<file path="src/rtl/add16_sequencer.sv">
// 16-bit add/subtract done as two passes through an external shared 8-bit adder.
// Latency: start accepted in IDLE, done pulses 3 cycles later; one op per 4 cycles, start ignored while busy.
module add16_sequencer (
    input  logic        clk,
    input  logic        rst_n,
    input  logic        start,
    input  logic        op_sub,
    input  logic [15:0] op_a,
    input  logic [15:0] op_b,
    output logic        busy,
    output logic        done,
    output logic [15:0] result,
    output logic        carry_out,
    output logic        zero,
    output logic        overflow,
    output logic [7:0]  add_a,
    output logic [7:0]  add_b,
    output logic        add_cin,
    input  logic [7:0]  add_sum,
    input  logic        add_cout
);

    typedef enum logic [1:0] {IDLE, LOW, HIGH, DONE} state_t;

    state_t      state_q, state_d;
    logic [15:0] a_q, a_d;
    logic [15:0] b_q, b_d;
    logic        sub_q, sub_d;
    logic        carry_q, carry_d;
    logic [7:0]  lo_q, lo_d;
    logic [15:0] result_q, result_d;
    logic        cout_q, cout_d;
    logic        zero_q, zero_d;
    logic        ovf_q, ovf_d;
    logic [15:0] b_eff;

    assign b_eff = sub_q ? ~b_q : b_q;

    always_comb begin
        state_d  = state_q;
        a_d      = a_q;
        b_d      = b_q;
        sub_d    = sub_q;
        carry_d  = carry_q;
        lo_d     = lo_q;
        result_d = result_q;
        cout_d   = cout_q;
        zero_d   = zero_q;
        ovf_d    = ovf_q;
        add_a    = 8'h00;
        add_b    = 8'h00;
        add_cin  = 1'b0;
        case (state_q)
            IDLE: begin
                if (start) begin
                    a_d     = op_a;
                    b_d     = op_b;
                    sub_d   = op_sub;
                    state_d = LOW;
                end
            end
            LOW: begin
                add_a   = a_q[7:0];
                add_b   = b_eff[7:0];
                add_cin = sub_q;
                lo_d    = add_sum;
                carry_d = add_cout;
                state_d = HIGH;
            end
            HIGH: begin
                // Low byte is staged in lo_q so the visible result changes only once per op.
                add_a    = a_q[15:8];
                add_b    = b_eff[15:8];
                add_cin  = carry_q;
                result_d = {add_sum, lo_q};
                cout_d   = add_cout;
                zero_d   = ({add_sum, lo_q} == 16'h0000);
                ovf_d    = (a_q[15] == b_eff[15]) && (add_sum[7] != a_q[15]);
                state_d  = DONE;
            end
            DONE:    state_d = IDLE;
            default: state_d = IDLE;
        endcase
    end

    always_ff @(posedge clk or negedge rst_n) begin
        if (!rst_n) begin
            state_q  <= IDLE;
            a_q      <= 16'h0000;
            b_q      <= 16'h0000;
            sub_q    <= 1'b0;
            carry_q  <= 1'b0;
            lo_q     <= 8'h00;
            result_q <= 16'h0000;
            cout_q   <= 1'b0;
            zero_q   <= 1'b0;
            ovf_q    <= 1'b0;
        end else begin
            state_q  <= state_d;
            a_q      <= a_d;
            b_q      <= b_d;
            sub_q    <= sub_d;
            carry_q  <= carry_d;
            lo_q     <= lo_d;
            result_q <= result_d;
            cout_q   <= cout_d;
            zero_q   <= zero_d;
            ovf_q    <= ovf_d;
        end
    end

    assign busy      = (state_q != IDLE);
    assign done      = (state_q == DONE);
    assign result    = result_q;
    assign carry_out = cout_q;
    assign zero      = zero_q;
    assign overflow  = ovf_q;

endmodule

</file>
<file path="config.mk">
export PLATFORM = sky130hd
export DESIGN_NAME = add16_sequencer
export DESIGN_NICKNAME = d
export VERILOG_FILES = /design/src/rtl/add16_sequencer.sv
export SDC_FILE = /design/constraint.sdc
export NUM_CORES = 1
export LEC_CHECK = 0
export CORE_MARGIN = 2
export CORE_UTILIZATION = 45
export CTS_CLUSTER_SIZE = 10
export DETAILED_ROUTE_END_ITERATION = 8
export HOLD_SLACK_MARGIN = 0.1
export PLACE_DENSITY = 0.76
export SLEW_MARGIN = 20
export SYNTH_ARGS = -nofsm -noshare
export SYNTH_HDL_FRONTEND = slang
export SYNTH_SLANG_ARGS = --single-unit
</file>
<file path="constraint.sdc">
create_clock -name clk -period 3.26 [get_ports clk]
set_input_delay 0.652 -clock clk [delete_from_list [all_inputs] [get_ports clk]]
set_output_delay 0.652 -clock clk [all_outputs]
set_load 0.03 [all_outputs]
</file>
# After elaboration in Yosys (flattened, before gate mapping)
# Cells that the tools add are included.
dict set report op_classes {
  add_sub_neg 0
  multipliers 0
  div_mod_pow 0
  magnitude_cmp 0
  eq_ne 6
  n_shift 0
  muxes 6
  bitwise 1
  reduce_logical 5
}
# cell count
set ops {}
lappend ops {{one-hot mux 8 bit (2 select lines)} 2}
lappend ops {{zero test 16 bit} 1}
lappend ops {{2-to-1 mux 16 bit} 1}
lappend ops {{NOT 16 bit} 1}
lappend ops {{one-hot mux 2 bit (4 select lines)} 1}
lappend ops {{== test 2 bit, second input constant} 2}
lappend ops {{== test 2 x 1 -> 1 bit, second input constant} 1}
lappend ops {{zero test 2 bit} 1}
lappend ops {{2-to-1 mux 2 bit} 1}
lappend ops {{!= test 2 bit, second input constant} 1}
lappend ops {{one-hot mux 1 bit (2 select lines)} 1}
lappend ops {{AND reduction 2 bit} 1}
lappend ops {{nonzero test 2 bit} 1}
lappend ops {{== test 1 bit} 1}
lappend ops {{logical AND 1 bit} 1}
lappend ops {{!= test 1 bit} 1}
dict set report word_totals {
  ff_bits 63
  latch_bits 0
  mem_bits_rw 0
  rom_bits 0
  in_bits 45
  output_inout_bits 38
  elab_cells 28
  n_memories 0
}

# Depth between registers and ports, before layout
dict set report depth {
  depth_word 4
  mapped_depth 6
  mapped_depth_nobuf 5
}

# Worst setup path after synthesis
# OpenSTA, ideal clock, no wires.
dict set report synth_path {
  path_type {register to output}
  start {register state_q[1]}
  end {output add_a[6]}
  t_arrival_ns 1.685
  required_ns 2.608
  path_slack_ns 0.923
  path_stages_with_launch 7
  path_buffers 2
  path_cell_list {dfrtp_1 -> inv_1 -> ha_1 -> clkbuf_1 -> buf_2 -> a22oi_1 -> nor2b_1}
}
dict set report synth_between {
  elab_chain_len 2
  elab_cells_between_ends 3
  cone_classes {eq/ne: 2; mux: 1}
}
# item line
set synth_rtl {}
lappend synth_rtl {{start: declaration} 25} ;# state_t state_q, state_d;
lappend synth_rtl {{start signal: assignment} 99} ;# state_q <= state_d;
lappend synth_rtl {{== test 2 bit or == test 2 x 1 -> 1 bit (tied branches)} 53} ;# case (state_q)
lappend synth_rtl {{one-hot mux 8 bit (2 select lines) *} 53}
lappend synth_rtl {{end: declaration} 16} ;# output logic [7:0] add_a,
# Every way passes the cells marked *; elsewhere a longest branch is shown, timed or not.

# Worst setup path after layout
dict set report layout_path {
  start {register state_q[0]}
  end {output add_a[5]}
}
# The elaborated chain is that of the path after synthesis.

==> metrics.csv <==
metric,value,unit
clk slew on worst S/H paths,80,ps
CTS Buf Count,9,
routed wire length,6.30,mm
Residual DRC,0,
"EDFF count, synth",0,
slew at the pin closest to its max-slew limit,806,ps
Final Hold Viols,0,
Vias per Instance,5.24,
htree depth,3,
DP HPWL,4.39,mm
clock share of power,0.169,
post-layout util,0.634,
Area contributors post-synth,"dfrtp_1 (55%), mux2_1 (13%), mux2_2 (11%), ha_1 (3.1%), nor2b_1 (2.9%)",
final global-route overflow total,0,
CTS tree,done,
Worst VDD drop,0.000747,V
Die ar.,6990,sq um
DR top layer,met4,
number of distinct library cells after synthesis,25,
Pre-antenna DRT Iters,4,
Post-Syn Area,2850,sq um
GRT Util Overall,0.189,
"slowest stage cell, crit path",clkdlybuf4s50_1,
Max Cap Violations,0,
most common cell in the synthesized netlist,dfrtp_1,
clk sinks,63,
fraction of registers with async set/reset,1.00,
WHS,464,ps
Placement Cell Area,3730,sq um
I/O Buffers,82,
setup_tns,0,ps
area delta synth->final,38.7,%
# resized after CTS,0,
outcome,"finished, final reports clean",
Post-Syn Nets,260,
Synth Flop Type,dfrtp_1,
ANT cells,0,
average size of a mapped cell,13.7,sq um
Internal Power,2.76,mW
M1 wire length,2.77,mm
PwrDens,1160,nW/um^2
Reg2Reg Setup Slack,1470,ps
Critical Path RT,2610,ps
Worst-Skew Late Latency,330,ps
Die Ht,83.6,um
NetSw,1.84,mW
CP bufs+invs,2,
crit path capture type,primary output,
Syn. warnings,0,
first-pass GRT wire length,10.5,mm
Crit Path Class,register to primary output,
switch share,0.399,
Longest Clk Path Bufs,2,
Final #Nets,345,
largest net degree at the start of global routing,64,
I/O Pins,83,
Worst slew margin,0.462,
Max Fclk,0.331,GHz
max-slew violation count,0,
met2 WL,3.15,mm
"CP delay by family, top",buffers and inverters,
Worst Hold Class,input pin to asynchronous set/reset pin,
delay of the slowest critical-path stage,700,ps
static leakage,1.66,nW
Critical Path Source Type,register,
sequential area share after synthesis,0.553,
clock skew,9.00,ps
unrepaired setup endpoints after global routing,no,
DR iter-0 viols,126,
crit-path cells,inv_1 > ha_1 > nor2b_1 > clkdlybuf4s50_1,
Post-Syn Instances,208,
Worst Path Arrival,2370,ps
Die W,83.6,um
clock root cell,clkbuf_8,
Core ar.,6240,sq um
Period minus WS final,3030,ps
"area leader, netlist",dfrtp_1,
worst flop-to-flop path endpoint,a_q[0],
via count,1965,
num rows,29,
DR WL met3,298,um
Yosys top cell area share,0.553,
number of synthesized register bits,63,
"Setup violations, final",0,
R2R Path Start,state_q[0],
Final GP Congestion,0.721,
Comb pwr share,0.509,
hold_buf cts,0,
antenna violations before repair,0,
number of global-route vias before repair,2139,
Post-Layout Inst Area,3960,sq um
share of cells above drive strength 1,0.191,
Post-synth top cells,"dfrtp_1 (63), mux2_1 (33), mux2_2 (27), nor2b_1 (13), a22oi_1 (10)",
Initial Utilization,0.457,
post-CTS setup buffer count,0,
Worst Reg-to-Reg Cells,5,
final period utilization,0.928,
sequential power share,0.322,
remaining antenna violation count,0,
wire per inst,16.8,um
CP Max Fanout,18,
[registers in the layout, indices dropped and copies added, names as in the netlist]
name	cells
b_q	16
sub_q	1
result	16
a_q	16
lo_q	8
carry_q	1
overflow	1
state_q	2
carry_out	1
zero	1
[routing by layer]
layer / vias to the layer above / global-route usage
li1: 936 / -
met1: 964 / 0.245
met2: 58 / 0.312
met3: 7 / 0.0425
met4: 0 / 0.0660
met5: - / 0
[area by class of cell]
cell class / instances / area [sq um]
inverters: 5 / 18.8
well taps: 77 / 96.3
clock inverters: 6 / 92.6
clock buffers: 10 / 138
fillers: 482 / 2280
multi-input cells: 127 / 1200
flip-flops and latches: 63 / 1580
repair buffers: 87 / 836
[worst max-delay path by stage]
stage                from        to  slack [ps]  cells after the start
4_1_cts        state_q[0]  add_a[5]         200                      4
2_1_floorplan  state_q[1]  add_a[6]         920                      6
3_3_place_gp   state_q[0]  add_a[4]         650                      4
3_5_place_dp   state_q[0]  add_a[5]         570                      4
6_report       state_q[0]  add_a[5]         230                      4
5_1_grt        state_q[1]  add_a[6]         100                      4
[power by group through the flow]
| stage | combinational, mW | sequential [mW] | clock [mW] |
|---|---|---|---|
| after floorplan | 1.38 | 1.62 | 0 |
| after global placement | 2.31 | 1.47 | 0 |
| after detailed placement | 2.36 | 1.50 | 0 |
| after CTS | 2.37 | 1.49 | 0.792 |
| after global routing | 2.51 | 1.54 | 0.837 |
| final | 2.34 | 1.48 | 0.777 |
[per-stage QoR]
stage	setup slack [ps]	std cells	power, mW
detailed placement	566	359	3.86
floorplan	923	208	3.00
CTS	197	375	4.65
finish	234	375	4.60
global placement	650	359	3.78
global route	95.2	375	4.89
[cells in the final DEF (no fill, tap or decap), types with 4 or more instances in the layout]
cell type        instances
a221o_1                  7
a22oi_1                 10
and3_1                   7
buf_4                   12
clkbuf_8                10
clkdlybuf4s50_1         74
dfrtp_1                 63
ha_1                     7
inv_1                    4
mux2_1                  33
mux2_2                  27
nor2b_1                 13
o221ai_1                 7
[cell families after synthesis]
kind of cell | share of synthesized area
adders and majority gates | 0.0307
xor gates and xnor gates | 0.00922
muxes | 0.240
AOI/OAI and AO/OA | 0.0790
and+or+nand+nor | 0.0610
DFF | 0.553
buffers and inverters | 0.0268
[worst reg2reg max path, delay by kind of cell, from the launching register on]
kind | cells | cell delay, ps
buf+inv | 2 | 450
flops | 1 | 410
mux | 1 | 370
simple gates | 1 | 200
fa+ha+maj | 1 | 240
No activity file was read; power rests on OpenSTA's default activity.
